[src/rtl/rv32i_pkg.sv]
// Shared RV32I encodings for the memory stage: funct3 load/store widths,
// write-back source selects and the memory-access FSM state type.
package rv32i_pkg;

  localparam logic [2:0] F3_B  = 3'b000;
  localparam logic [2:0] F3_H  = 3'b001;
  localparam logic [2:0] F3_W  = 3'b010;
  localparam logic [2:0] F3_BU = 3'b100;
  localparam logic [2:0] F3_HU = 3'b101;

  // Access width is carried in funct3[1:0]; funct3[2] selects zero extension.
  localparam logic [1:0] SZ_B = 2'b00;
  localparam logic [1:0] SZ_H = 2'b01;
  localparam logic [1:0] SZ_W = 2'b10;

  localparam logic [1:0] WB_SEL_ALU = 2'b00;
  localparam logic [1:0] WB_SEL_MEM = 2'b01;
  localparam logic [1:0] WB_SEL_PC  = 2'b10;

  typedef enum logic {
    MEM_IDLE = 1'b0,
    MEM_WAIT = 1'b1
  } mem_state_e;

endpackage

[src/rtl/mem_load_align.sv]
// Load data alignment: picks the byte/half addressed by addr[1:0] out of the
// returned word and sign- or zero-extends it according to funct3.
module mem_load_align
  import rv32i_pkg::*;
(
  input  logic [1:0]  addr_lo_i,
  input  logic [2:0]  funct3_i,
  input  logic [31:0] rdata_i,
  output logic [31:0] data_o
);

  function automatic logic [31:0] ext8(input logic [7:0] b, input logic uns);
    logic signed [7:0]  s;
    logic signed [31:0] w;
    s = b;
    w = s;
    return uns ? {24'b0, b} : w;
  endfunction

  function automatic logic [31:0] ext16(input logic [15:0] h, input logic uns);
    logic signed [15:0] s;
    logic signed [31:0] w;
    s = h;
    w = s;
    return uns ? {16'b0, h} : w;
  endfunction

  logic [7:0]  byte_sel;
  logic [15:0] half_sel;

  // Lane selection and extension for the addressed sub-word.
  always_comb begin
    byte_sel = rdata_i[7:0];
    case (addr_lo_i)
      2'd0:    byte_sel = rdata_i[7:0];
      2'd1:    byte_sel = rdata_i[15:8];
      2'd2:    byte_sel = rdata_i[23:16];
      default: byte_sel = rdata_i[31:24];
    endcase
    half_sel = addr_lo_i[1] ? rdata_i[31:16] : rdata_i[15:0];
    case (funct3_i[1:0])
      SZ_B:    data_o = ext8(byte_sel, funct3_i[2]);
      SZ_H:    data_o = ext16(half_sel, funct3_i[2]);
      default: data_o = rdata_i;
    endcase
  end

endmodule

[src/rtl/mem_stage.sv]
// RV32I memory stage. Issues loads/stores on a single-outstanding req/ready
// data-memory port, stalls upstream while an access is pending and registers
// the MEM/WB fields consumed by wb_stage.
// Optional feature: define DMEM_TIMEOUT_EN to abort an access that waits
// TIMEOUT_CYCLES cycles without ready (reported on bus_err_o).
module mem_stage
  import rv32i_pkg::*;
#(
  parameter int TIMEOUT_CYCLES = 256
) (
  input  logic        clk_i,
  input  logic        rst_ni,
  input  logic        valid_i,
  input  logic        regwrite_i,
  input  logic [4:0]  rd_addr_i,
  input  logic [31:0] alu_result_i,
  input  logic [31:0] rs2_data_i,
  input  logic        mem_read_i,
  input  logic        mem_write_i,
  input  logic [2:0]  funct3_i,
  input  logic [1:0]  wb_sel_i,
  input  logic [31:0] pc_address_i,
  output logic        stall_o,
  output logic        dmem_req_o,
  output logic        dmem_we_o,
  output logic [31:0] dmem_addr_o,
  output logic [3:0]  dmem_be_o,
  output logic [31:0] dmem_wdata_o,
  input  logic        dmem_ready_i,
  input  logic [31:0] dmem_rdata_i,
  output logic        valid_o,
  output logic        regwrite_o,
  output logic [4:0]  rd_addr_o,
  output logic [31:0] alu_result_o,
  output logic [31:0] data_mem_o,
  output logic [31:0] pc_address_o,
  output logic [1:0]  wb_sel_o,
  output logic        misalign_o,
  output logic        bus_err_o
);

  function automatic logic is_misaligned(input logic [2:0] f3, input logic [1:0] a);
    case (f3[1:0])
      SZ_B:    return 1'b0;
      SZ_H:    return a[0];
      default: return (a != 2'b00);
    endcase
  endfunction

  function automatic logic [3:0] store_be(input logic [2:0] f3, input logic [1:0] a);
    case (f3[1:0])
      SZ_B:    return 4'b0001 << a;
      SZ_H:    return 4'b0011 << a;
      default: return 4'b1111;
    endcase
  endfunction

  function automatic logic [31:0] store_wdata(input logic [2:0] f3, input logic [31:0] d);
    case (f3[1:0])
      SZ_B:    return {4{d[7:0]}};
      SZ_H:    return {2{d[15:0]}};
      default: return d;
    endcase
  endfunction

  mem_state_e  state_q;
  logic        mem_op;
  logic        misal;
  logic        start;
  logic        expire;
  logic [31:0] ld_data;

  // Command captured at issue; upstream holds EX/MEM, but these keep the
  // completion path independent of what the pipeline presents meanwhile.
  logic [2:0]  funct3_p0;
  logic [1:0]  addr_lo_p0;
  logic        regwrite_p0;
  logic [4:0]  rd_p0;
  logic [31:0] alu_p0;
  logic [31:0] pc_p0;
  logic [1:0]  wb_sel_p0;

  assign mem_op  = mem_read_i | mem_write_i;
  assign misal   = mem_op & is_misaligned(funct3_i, alu_result_i[1:0]);
  assign start   = (state_q == MEM_IDLE) & valid_i & mem_op & ~misal;
  assign stall_o = start | ((state_q == MEM_WAIT) & ~dmem_ready_i & ~expire);

  mem_load_align u_align (
    .addr_lo_i (addr_lo_p0),
    .funct3_i  (funct3_p0),
    .rdata_i   (dmem_rdata_i),
    .data_o    (ld_data)
  );

`ifdef DMEM_TIMEOUT_EN
  localparam int CNT_W = ($clog2(TIMEOUT_CYCLES + 1) > 8) ? $clog2(TIMEOUT_CYCLES + 1) : 8;
  logic [CNT_W-1:0] wait_cnt_q;
  logic             bus_err_q;

  assign expire = (state_q == MEM_WAIT) & ~dmem_ready_i &
                  (wait_cnt_q == CNT_W'(TIMEOUT_CYCLES - 1));

  // WAIT-cycle counter; cleared whenever the access is not stuck waiting.
  always_ff @(posedge clk_i or negedge rst_ni) begin
    if (!rst_ni) begin
      wait_cnt_q <= '0;
    end else if (state_q == MEM_WAIT && !dmem_ready_i && !expire) begin
      wait_cnt_q <= wait_cnt_q + 1'b1;
    end else begin
      wait_cnt_q <= '0;
    end
  end

  // Abort flag for the MEM/WB entry produced by an expired access.
  always_ff @(posedge clk_i or negedge rst_ni) begin
    if (!rst_ni) begin
      bus_err_q <= 1'b0;
    end else begin
      bus_err_q <= expire;
    end
  end

  assign bus_err_o = bus_err_q;
`else
  assign expire    = 1'b0;
  assign bus_err_o = 1'b0;
`endif

  // ---- EX/MEM -> memory request ----
  // Access FSM and the registered data-memory request.
  always_ff @(posedge clk_i or negedge rst_ni) begin
    if (!rst_ni) begin
      state_q      <= MEM_IDLE;
      dmem_req_o   <= 1'b0;
      dmem_we_o    <= 1'b0;
      dmem_addr_o  <= '0;
      dmem_be_o    <= '0;
      dmem_wdata_o <= '0;
    end else begin
      case (state_q)
        MEM_IDLE: begin
          if (start) begin
            state_q      <= MEM_WAIT;
            dmem_req_o   <= 1'b1;
            dmem_we_o    <= mem_write_i;
            dmem_addr_o  <= {alu_result_i[31:2], 2'b00};
            dmem_be_o    <= mem_write_i ? store_be(funct3_i, alu_result_i[1:0]) : 4'b1111;
            dmem_wdata_o <= mem_write_i ? store_wdata(funct3_i, rs2_data_i) : 32'h0;
          end
        end
        MEM_WAIT: begin
          if (dmem_ready_i || expire) begin
            state_q    <= MEM_IDLE;
            dmem_req_o <= 1'b0;
          end
        end
        default: begin
          state_q    <= MEM_IDLE;
          dmem_req_o <= 1'b0;
        end
      endcase
    end
  end

  // Capture the fields needed to complete the pending access.
  always_ff @(posedge clk_i) begin
    if (start) begin
      funct3_p0   <= funct3_i;
      addr_lo_p0  <= alu_result_i[1:0];
      regwrite_p0 <= regwrite_i;
      rd_p0       <= rd_addr_i;
      alu_p0      <= alu_result_i;
      pc_p0       <= pc_address_i;
      wb_sel_p0   <= wb_sel_i;
    end
  end

  // ---- memory -> MEM/WB ----
  // MEM/WB register: pass-through, bubble, completion or abort entry.
  always_ff @(posedge clk_i or negedge rst_ni) begin
    if (!rst_ni) begin
      valid_o      <= 1'b0;
      regwrite_o   <= 1'b0;
      rd_addr_o    <= '0;
      alu_result_o <= '0;
      data_mem_o   <= '0;
      pc_address_o <= '0;
      wb_sel_o     <= '0;
      misalign_o   <= 1'b0;
    end else if (state_q == MEM_IDLE) begin
      valid_o      <= valid_i & ~start;
      regwrite_o   <= valid_i & regwrite_i & ~start & ~misal;
      rd_addr_o    <= rd_addr_i;
      alu_result_o <= alu_result_i;
      data_mem_o   <= '0;
      pc_address_o <= pc_address_i;
      wb_sel_o     <= wb_sel_i;
      misalign_o   <= valid_i & misal;
    end else if (dmem_ready_i || expire) begin
      valid_o      <= 1'b1;
      regwrite_o   <= regwrite_p0 & ~expire;
      rd_addr_o    <= rd_p0;
      alu_result_o <= alu_p0;
      data_mem_o   <= (dmem_we_o || expire) ? 32'h0 : ld_data;
      pc_address_o <= pc_p0;
      wb_sel_o     <= wb_sel_p0;
      misalign_o   <= 1'b0;
    end else begin
      valid_o      <= 1'b0;
      regwrite_o   <= 1'b0;
      misalign_o   <= 1'b0;
    end
  end

endmodule
[config.mk]
export PLATFORM = sky130hd
export DESIGN_NAME = mem_stage
export DESIGN_NICKNAME = d
export VERILOG_FILES = /design/src/rtl/rv32i_pkg.sv /design/src/rtl/mem_load_align.sv /design/src/rtl/mem_stage.sv
export SDC_FILE = /design/constraint.sdc
export NUM_CORES = 1
export LEC_CHECK = 0
export CAP_MARGIN = 25
export CORE_MARGIN = 8
export CORE_UTILIZATION = 47
export DETAILED_ROUTE_END_ITERATION = 12
export GPL_ROUTABILITY_DRIVEN = 0
export PLACE_DENSITY = 0.82
export SLEW_MARGIN = 20
export SYNTH_ARGS = -nofsm -noshare
export SYNTH_HDL_FRONTEND = slang
export SYNTH_SLANG_ARGS = --single-unit
[constraint.sdc]
create_clock -name clk_i -period 4.08 [get_ports clk_i]
set_clock_uncertainty 0.1 [all_clocks]
set_input_delay 0.816 -clock clk_i [delete_from_list [all_inputs] [get_ports clk_i]]
set_output_delay 0.816 -clock clk_i [all_outputs]
set_load 0.05 [all_outputs]
==> results.txt <==
- Average routed wire per standard cell: between 20 and 25 um
- In the final layout, the share of cells above drive strength 1 is 0.102.
- Resized Gates After CTS: 0
- Compared with the post-synthesis result, the final layout area differs by 40.8%.
* EDFF count, synth: 75
- Number of buffers added for setup after CTS: 0
* # setup viols final: 0
* Number of register bits inferred by synthesis: 250
* Number of global-route vias before repair: between 8000 and 9000
- Summing every instance area after synthesis gives 10500 um^2.
* Worst Tran Pin Value: 1.03 ns
- In this run the cell area measured after placement is 13900 um^2.
- STA puts the critical path data arrival time at between 2 and 2.5 ns.
- Min-delay worst type: input pin to asynchronous set/reset pin
- After clock tree synthesis, the clock-pin slew on the worst setup and hold paths is 0.06 ns.
- Warnings from Yosys: 0
- Clock latency on the worst-skew pair, taken at its later pin, is 0.52 ns.
- The flow ran to the end, and the final reports show no timing, DRC or antenna violations.
- Count of mapped cells out of synthesis: 857
- The top cell types in the final layout, fill and taps aside, are sky130_fd_sc_hd__clkdlybuf4s50_1 (316), sky130_fd_sc_hd__dfrtp_1 (174), sky130_fd_sc_hd__nand2_1 (118), sky130_fd_sc_hd__mux2i_1 (89), sky130_fd_sc_hd__a21oi_1 (80).
- Top flip-flop cell by instance count after synthesis: sky130_fd_sc_hd__dfrtp_1
* Worst Setup End Kind: output port
- Fillcell total: 1621
- The wire-length estimate of the detail-placed layout is 20.9 mm.
- The initialized floorplan defines 54 standard-cell rows.
* Die boundary height: 165 um
* Peak per-stage delay on the critical path: 0.64 ns
* Tightest slew margin relative to the limit: 0.308
- VDD IR-drop max: 0.000372 V
- Sorting the synthesized cells by area gives the leading types as sky130_fd_sc_hd__dfrtp_1 (42%), sky130_fd_sc_hd__edfxtp_1 (22%), sky130_fd_sc_hd__mux2i_1 (8.5%).
* Distinct cells, synth: 43
- Kind of launch point of the worst setup path: input pin
* CTS buffer count: 27
- Power comes to 7.90 mW.
- The floorplan step defined a die boundary enclosing around 27000 um^2.
- The library cell used most frequently in the layout, excluding fill and tap cells, is sky130_fd_sc_hd__clkdlybuf4s50_1.
- Placeable core region: 21800 um^2
* Starting Density: 0.479
- Before CTS, the worst setup slack after placement is roughly 0.53 ns.
- Ordered cell list for the critical path: clkdlybuf4s50_1 > a21oi_1 > o221ai_4 > clkinv_2 > or2_2 > buf_4
- PwrDens: 536 nW/um^2
* Start-to-end type of the worst setup path: input pin to output port
- CTS tree: done
- Worst setup slack after layout: slightly above 0.8 ns
- Time the worst path needs with I/O delays and setup: 3.26 ns
- Detailed routing inserted a total of slightly below 8000 vias.
* Final number of max-transition violations: 0
* Leakage power: 6.21 nW
- Port-buffer cells: 319
- The first routing iteration left a little over 500 violations.
* CP bufs+invs: 3
- Max-Cap Viols: 0
* Largest net degree at the start of global routing: roughly 110
- Gate family responsible for the most delay along the worst path: buffers and inverters
* Routed Wire Length: 29.6 mm
- Summed over all instances, the cell type with the most area after synthesis is sky130_fd_sc_hd__dfrtp_1.
- Of the available clock period, the critical path in the final layout requires 0.799.
- Before antenna repair, the detailed router went through 4 iterations.
- Die span in x: 165 um
- The final hold violation count is 0.
* Hold bufs inserted after CTS: 0
- The net count of the finished layout is between 1000 and 1500.
- First-pass GRT wire length: 45.3 mm
- Share of flip-flops with an asynchronous set or reset: 0.700
* Setup TNS Final: 0 ns
* Number of sinks driven by the clock tree: 250
- The slowest stage of the critical path is the sky130_fd_sc_hd__clkdlybuf4s50_1 cell.
- 323 I/O pins were placed.
* Post-detailed-route DRC marker count: 0
* CP max FO: 8
* Total inserted antenna cells: 0
- Area share of the largest cell type after synthesis: 0.419
* H-tree depth: 1
- RSZ-0062 raised after global routing: false
- Summed over all layers, the global routing overflow is 0.
- The share of the Yosys chip area taken by registers is 0.634.
- In this run the deepest clock path goes through 3 buffers.
- Via count normalized by instance count: 5.28
- After routing the design area is 14700 um^2.
- Averaged over all synthesized cells, the footprint is 12.2 um^2.
- STA puts the critical path data required time at 3.16 ns.
- In the global route stage, overall resource usage came out at 0.210.
- Core occupancy in the finished layout: 0.675
* Max Clock Freq: just over 0.3 GHz
* Number of routed nets with antenna violations: 0
- The number of antenna violations at the first check in global routing is 2.
- Clock root buffer master: sky130_fd_sc_hd__clkbuf_16
==> synth_stat cells (3+ instances only) <==
cell                       count
sky130_fd_sc_hd__buf_2        18
sky130_fd_sc_hd__o21ai_0      67
sky130_fd_sc_hd__nor2_1       74
sky130_fd_sc_hd__nor2b_1       6
sky130_fd_sc_hd__buf_4         3
sky130_fd_sc_hd__a211oi_1      6
sky130_fd_sc_hd__a22oi_1      16
sky130_fd_sc_hd__o21ai_1       6
sky130_fd_sc_hd__dfrtp_1     175
sky130_fd_sc_hd__a21oi_1      80
sky130_fd_sc_hd__edfxtp_1     75
sky130_fd_sc_hd__mux2_4       19
sky130_fd_sc_hd__nand2_1     118
sky130_fd_sc_hd__buf_6         7
sky130_fd_sc_hd__o311ai_0      6
sky130_fd_sc_hd__clkbuf_1     27
sky130_fd_sc_hd__mux2_2       30
sky130_fd_sc_hd__buf_1         4
sky130_fd_sc_hd__inv_1         3
sky130_fd_sc_hd__mux2i_1      89
==> per-stage QoR <==
step           hold slack, ns  cells
6_report                0.296   1465
3_5_place_dp            0.372   1416
4_1_cts                 0.361   1465
5_1_grt                 0.364   1465
2_1_floorplan           0.349    859
3_3_place_gp            0.358   1416
==> registers in the layout, summed over array words and instances, names as in the netlist, 2 cells and up <==
name          flops
alu_p0           31
alu_result_o     32
data_mem_o       32
dmem_addr_o      30
dmem_be_o         4
dmem_wdata_o     32
funct3_p0         3
pc_address_o     32
pc_p0            32
rd_addr_o         5
rd_p0             5
wb_sel_o          2
wb_sel_p0         2
==> worst paths after layout <==
kind / startpoint / to / slack, ns / cells past startpoint
min reg2reg: data_mem_o[4] / data_mem_o[4] / 0.38 / 2
max in group asynchronous: rst_ni / pc_address_o[28] / 2.74 / 2
max: alu_result_i[0] / stall_o / 0.82 / 6
min: rst_ni / alu_result_o[24] / 0.30 / 1
max reg2reg: state_q / data_mem_o[25] / 1.48 / 5
min in group clk_i: data_mem_o[4] / data_mem_o[4] / 0.38 / 2
==> layer usage <==
layer / share of wire / vias up / track usage / routed length (um)
met5: 0.00091 / - / 0 / 27
met4: 0.029 / 4 / 0.0729 / 856
met3: 0.084 / 62 / 0.0592 / 2490
met2: 0.49 / 282 / 0.352 / 14600
met1: 0.39 / 3714 / 0.256 / 11600
li1: - / 3671 / - / -
==> where the power goes <==
| group | switching (mW) | internal, mW | leakage, nW |
|---|---|---|---|
| clock | 0.965 | 1.41 | 0.422 |
| sequential | 0.175 | 2.91 | 2.83 |
| combinational | 1.59 | 0.854 | 2.96 |
==> final cells by class <==
cell class	count	area [um^2]	share of cell area
clock buffers	39	751	0.0510
clock inverters	10	115	0.00782
inverters	4	16.3	0.00110
multi-input cells	546	3530	0.240
flip-flops and latches	250	6640	0.451
well taps	280	350	0.0238
repair buffers	336	3330	0.226
==> logic make-up (layout without fill, tap and decap cells) <==
| kind of cell | Yosys count | after routing | synth area share |
|---|---|---|---|
| AO/OA/AOI/OAI | 193 | 193 | 0.108 |
| buffers and inverters | 63 | 389 | 0.0309 |
| flip-flops | 250 | 250 | 0.634 |
| multiplexers | 138 | 138 | 0.145 |
| other | 1 | 3 | 0.000358 |
| AND/OR/NAND/NOR | 212 | 212 | 0.0826 |
Note: power is estimated with default switching activity, not from simulation.
